## src/rtl/if_fetch_stage_if.sv

```systemverilog
// Instruction-memory bus between the fetch stage (master) and the instruction memory (slave).
// The read is combinational: imem_data reflects imem_addr within the same cycle.
interface if_fetch_stage_if #(
  parameter int PC_W    = 7,
  parameter int INSTR_W = 32
);
  logic [PC_W-1:0]    imem_addr;
  logic [INSTR_W-1:0] imem_data;

  modport master (output imem_addr, input imem_data);
  modport slave  (input imem_addr, output imem_data);
endinterface

```

## src/rtl/if_fetch_stage.sv

```systemverilog
// Instruction-fetch stage: PC register, PC+1, redirect/stall handling and the IF/ID register.
// Optional performance counters are built when IF_FETCH_PERF_CNT_EN is defined.
module if_fetch_stage #(
  parameter int                 PC_W      = 7,
  parameter int                 INSTR_W   = 32,
  parameter logic [PC_W-1:0]    RESET_PC  = '0,
  parameter logic [INSTR_W-1:0] NOP_INSTR = '0
) (
  input  logic               clk,
  input  logic               reset,
  input  logic               stall,
  input  logic               branch_taken,
  input  logic [PC_W-1:0]    branch_pc,
  input  logic               jump,
  input  logic [PC_W-1:0]    jump_pc,
  if_fetch_stage_if.master   imem,
  output logic [PC_W-1:0]    pc_next,
  output logic [PC_W-1:0]    if_id_pc_next,
  output logic [INSTR_W-1:0] if_id_instr,
  output logic               if_id_valid
`ifdef IF_FETCH_PERF_CNT_EN
  ,
  output logic [31:0]        fetch_count,
  output logic [15:0]        flush_count
`endif
);

  logic [PC_W-1:0]    pc_q, pc_d;
  logic [PC_W-1:0]    if_id_pc_next_q, if_id_pc_next_d;
  logic [INSTR_W-1:0] if_id_instr_q, if_id_instr_d;
  logic               if_id_valid_q, if_id_valid_d;
  logic               redirect;
  logic               load_real;

  // Only pc feeds the address and PC+1; control inputs act on the next edge.
  assign imem.imem_addr = pc_q;
  assign pc_next        = pc_q + 1'b1;

  // Branch outranks jump, and either redirect outranks stall.
  assign redirect  = branch_taken | jump;
  assign load_real = !redirect && !stall;

  always_comb begin
    pc_d            = pc_q;
    if_id_pc_next_d = if_id_pc_next_q;
    if_id_instr_d   = if_id_instr_q;
    if_id_valid_d   = if_id_valid_q;
    if (branch_taken) begin
      pc_d = branch_pc;
    end else if (jump) begin
      pc_d = jump_pc;
    end else if (!stall) begin
      pc_d = pc_next;
    end
    if (redirect) begin
      if_id_instr_d   = NOP_INSTR;
      if_id_pc_next_d = '0;
      if_id_valid_d   = 1'b0;
    end else if (load_real) begin
      if_id_instr_d   = imem.imem_data;
      if_id_pc_next_d = pc_next;
      if_id_valid_d   = 1'b1;
    end
  end

  always_ff @(posedge clk) begin
    if (reset) begin
      pc_q            <= RESET_PC;
      if_id_pc_next_q <= '0;
      if_id_instr_q   <= NOP_INSTR;
      if_id_valid_q   <= 1'b0;
    end else begin
      pc_q            <= pc_d;
      if_id_pc_next_q <= if_id_pc_next_d;
      if_id_instr_q   <= if_id_instr_d;
      if_id_valid_q   <= if_id_valid_d;
    end
  end

  assign if_id_pc_next = if_id_pc_next_q;
  assign if_id_instr   = if_id_instr_q;
  assign if_id_valid   = if_id_valid_q;

`ifdef IF_FETCH_PERF_CNT_EN
  logic [31:0] fetch_count_q, fetch_count_d;
  logic [15:0] flush_count_q, flush_count_d;

  // Both counters stick at all-ones rather than wrapping.
  always_comb begin
    fetch_count_d = fetch_count_q;
    flush_count_d = flush_count_q;
    if (load_real && (fetch_count_q != '1)) begin
      fetch_count_d = fetch_count_q + 32'd1;
    end
    if (redirect && (flush_count_q != '1)) begin
      flush_count_d = flush_count_q + 16'd1;
    end
  end

  always_ff @(posedge clk) begin
    if (reset) begin
      fetch_count_q <= '0;
      flush_count_q <= '0;
    end else begin
      fetch_count_q <= fetch_count_d;
      flush_count_q <= flush_count_d;
    end
  end

  assign fetch_count = fetch_count_q;
  assign flush_count = flush_count_q;
`endif

endmodule
```

## src/flat_wrapper.sv

```systemverilog
// flat-port wrapper written by rule: the top's interface ports become plain ports
module if_fetch_stage_flat 
#(
  parameter int                 PC_W      = 7,
  parameter int                 INSTR_W   = 32,
  parameter logic [PC_W-1:0]    RESET_PC  = '0,
  parameter logic [INSTR_W-1:0] NOP_INSTR = '0
)
  (clk, reset, stall, branch_taken, branch_pc, jump, jump_pc, pc_next, if_id_pc_next, if_id_instr, if_id_valid, imem_imem_addr, imem_imem_data);
  if_fetch_stage_if #(.PC_W(PC_W), .INSTR_W(INSTR_W)) imem_i ();
  input  logic clk;
  input  logic reset;
  input  logic stall;
  input  logic branch_taken;
  input  logic [PC_W-1:0] branch_pc;
  input  logic jump;
  input  logic [PC_W-1:0] jump_pc;
  output logic [PC_W-1:0] pc_next;
  output logic [PC_W-1:0] if_id_pc_next;
  output logic [INSTR_W-1:0] if_id_instr;
  output logic if_id_valid;
  output wire logic [$bits(imem_i.imem_addr)-1:0] imem_imem_addr;
  input wire logic [$bits(imem_i.imem_data)-1:0] imem_imem_data;
  assign imem_imem_addr = imem_i.imem_addr;
  assign imem_i.imem_data = imem_imem_data;
  if_fetch_stage #(.PC_W(PC_W), .INSTR_W(INSTR_W), .RESET_PC(RESET_PC), .NOP_INSTR(NOP_INSTR)) u_core (.clk(clk), .reset(reset), .stall(stall), .branch_taken(branch_taken), .branch_pc(branch_pc), .jump(jump), .jump_pc(jump_pc), .imem(imem_i), .pc_next(pc_next), .if_id_pc_next(if_id_pc_next), .if_id_instr(if_id_instr), .if_id_valid(if_id_valid));
endmodule
```

## config.mk

```make
export PLATFORM = sky130hd
export DESIGN_NAME = if_fetch_stage_flat
export DESIGN_NICKNAME = d
export VERILOG_FILES = /design/src/rtl/if_fetch_stage_if.sv /design/src/rtl/if_fetch_stage.sv /design/src/flat_wrapper.sv
export SDC_FILE = /design/constraint.sdc
export NUM_CORES = 1
export LEC_CHECK = 0
export BUFFER_PORTS_ARGS = -buffer_cell sky130_fd_sc_hd__buf_2
export CAP_MARGIN = 20
export CORE_ASPECT_RATIO = 0.9
export CORE_MARGIN = 10
export CORE_UTILIZATION = 39
export DETAILED_ROUTE_END_ITERATION = 12
export HOLD_SLACK_MARGIN = 0.12
export PLACE_DENSITY_LB_ADDON = 0.3
export REMOVE_ABC_BUFFERS = 1
export SYNTH_ARGS = -nofsm -noshare
export SYNTH_HDL_FRONTEND = slang
export SYNTH_SLANG_ARGS = --single-unit
```

## constraint.sdc

```tcl
create_clock -name clk -period 1.2 [get_ports clk]
set_input_delay 0.12 -clock clk [delete_from_list [all_inputs] [get_ports clk]]
set_output_delay 0.12 -clock clk [all_outputs]
set_load 0.02 [all_outputs]
```

==> reports/qor.yml <==
die_y_um: 85.7
htree_levels: 2
slowest_stage: "dfxtp_4"
drc: 0
syn2layout_area_growth_pct: 71.8
yosysTopAreaCell: "dfxtp_1"
final_area_mm2: 0.00321
rsz0062_at_grt: "true"
io_pins: 105
drive_above_1_share_pct: 56.6
p_leak_nw: 1.52
num_vias: 1963
grt_use_total_pct: 15.9
slew_headroom_pct: 80.6
synth_common_cells: "dfxtp_1, o221a_2, a21oi_1, o221a_1, nor2_1"
detailedRoute.firstPassIterationCount: 4
status: "complete, but fails checks"
die_x_um: 93
die_area_mm2: 0.00797
worstPathRequired_ns: 1.08
cts_tree: "built"
drtAntennaViolNets: 0
placed_area_mm2: 0.00253
synth_seq_cells: 47
violations: "setup timing"
crit_chain: "ha_4 > nand2_4 > nor2_4 > xor2_2 > buf_6"
worstPathArrival_ns: 1.32
setup_viol_count_final: 8
critPathLaunchType: "flip-flop"
wl_um: 6690
yosysWarnings: 0
syn_avg_cell_area_um2: 10.8
cts-buffers-inserted: 5
max-vdd-ir-drop_uv: 613
register_area_um2: 952
netlist.area_leader.share_pct: 50.3
async_flop_share_pct: 0
cpPeakStageDelay_ns: 0.37
use_met1_pct: 20.6
path_max_fanout: 4
powerDensity_mw_per_mm2: 1050
clk_latency_ns: 0.29
wl_per_cell_um: 17.3
first_global_vias: 2048
coreArea_mm2: 0.00455
clk_pin_slew_worst_paths_ns: 0.08
netlist_instances: 174
grt_pass1_wl_um: 10600
antenna_cells: 0
timing.hold.ws_ns: 0.184
portBuffers: 104
clock_path_buffers: 2
fmaxAchievable_mhz: 696
use_met2_pct: 24.4
dp_slack_ns: -0.148
synth.most_common_cell: "dfxtp_1"
yosys-top-cells-area: "dfxtp_1, o221a_2, o221a_1"
synthFlopType: "dfxtp_1"
path_class: "flip-flop to output port"
multiInputGateArea_um2: 977
grtUsageMet3_pct: 6.27
netlist_area_mm2: 0.00187
start_util_pct: 41.1
drt_iter0_drc: 95
fin_ws_ns: -0.238
synth-seq-area-share_pct: 50.3
grt_overflow: 0
top_usage_layer: "met2"
finClkSkew_ns: 0.00248
final_nets: 377
num_rows: 23
hold_class: "primary input to flip-flop"
timing.final.crit_share_pct: 120
fillCellCount: 348
synth_cell_types: 26
via_per_inst: 5.07
root_buffer: "clkbuf_8"
grt_max_degree: 40
cts.sinks: 47
place_hpwl_um: 4380
fin_crit_ns: 1.44
gp_congestion: 0.839
worst_slew_pin_slew_ns: 0.290
end_kind: "output port"
synth_edf_count: 0
slew_violations: 0
antenna_found_initial: 0
drv_cap: 0
hold_viol_final: 0
## cells in the final DEF (no fill, tap or decap), drive strengths merged
master | synthesis | layout
nand2 | 6 | 6
dlygate4sd3 | 0 | 34
dfxtp | 47 | 47
o21ai | 6 | 6
buf | 9 | 127
inv | 6 | 7
xor2 | 4 | 4
or3 | 2 | 2
nor2b | 2 | 2
nand2b | 2 | 2
o221a | 38 | 38
o21a | 1 | 1
nand4 | 2 | 2
ha | 1 | 1
nor2 | 9 | 9
nor3 | 2 | 2
nand3 | 5 | 5
a21oi | 14 | 14
a211oi | 4 | 4
and4b | 1 | 1
xnor2 | 3 | 3
clkbuf | 8 | 6
mux2i | 1 | 1
o211ai | 1 | 1
## kinds of logic after synthesis
kind of cell	Yosys count	share of synthesized area (%)
buffers and inverters	23	6.22
AO/OA/AOI/OAI	64	30.6
multiplexers	1	0.535
flip-flops	47	50.3
adder cells (fa/ha/maj)	1	0.669
AND/OR/NAND/NOR	31	8.36
XOR/XNOR	7	3.28
## per-layer routing
metal | share of wire, % | wire length [um]
met2 | 46 | 3100
met4 | 0.43 | 29
met1 | 45 | 3030
met3 | 7.9 | 526
met5 | 0 | 0
## worst paths after layout
check                                              from                               endpoint  slack, ns  cells after the start
hold reg to reg    u_core.if_id_pc_next[0]$_SDFFE_PP0P_   u_core.if_id_pc_next[0]$_SDFFE_PP0P_       0.44                      2
hold / removal                             branch_pc[3]  u_core.imem.imem_addr[3]$_SDFFE_PP0P_       0.18                      3
setup reg to reg  u_core.imem.imem_addr[0]$_SDFFE_PP0P_   u_core.if_id_pc_next[6]$_SDFFE_PP0P_      -0.06                      6
setup / recovery  u_core.imem.imem_addr[0]$_SDFFE_PP0P_                             pc_next[6]      -0.24                      5
## metrics by stage
stage | total power [W] | setup TNS, ns | utilization, % | instances
after floorplan | 0.00196 | -59.64 | - | 157
after CTS | 0.00335 | -1.25 | 67.1 | 384
after global routing | 0.00354 | -1.88 | 70.7 | 387
final | 0.00338 | -1.19 | 70.7 | 387
after detailed placement | 0.00225 | -0.491 | 55.8 | 342
after global placement | 0.00224 | -0.0750 | 55.8 | 342
## state kept, by name, indices dropped and copies added, names as in the netlist
| name | cells |
|---|---|
| u_core.if_id_pc_next | 7 |
| u_core.if_id_valid | 1 |
| u_core.imem.imem_addr | 7 |
| u_core.if_id_instr | 32 |
## what timing repair did
item / CTS / global route
pin swaps: 6 / 10
gates resized for setup: 20 / 30
gates cloned: 0 / 0
endpoints found under the hold margin: 34 / 0
hold buffers: 34 / 0
buffers inserted: 1 / 3
setup endpoints to repair: 13 / 14
## worst max-delay path: cells and delay by family (launching register included)
family / cells / cell delay, ns
fa+ha+maj: 1 / 0.18
flops: 1 / 0.37
xor+xnor: 1 / 0.17
buf+inv: 1 / 0.14
simple gates: 2 / 0.17
## report_power, final
group          switching [W]  total [W]  internal, W
clock network       0.000507   0.000971     0.000464
registers          0.0000524    0.00167      0.00162
logic               0.000367   0.000739     0.000372
## cell type report
| class | count | share of cell area, % |
|---|---|---|
| timing repair buffer | 161 | 34.0 |
| multi-input combinational | 104 | 30.4 |
| sequential | 47 | 29.6 |
| clock buffer | 6 | 2.57 |
| tap | 62 | 2.41 |
| inverter | 6 | 0.701 |
| clock inverter | 1 | 0.272 |
(Power assumes the default switching activity.)
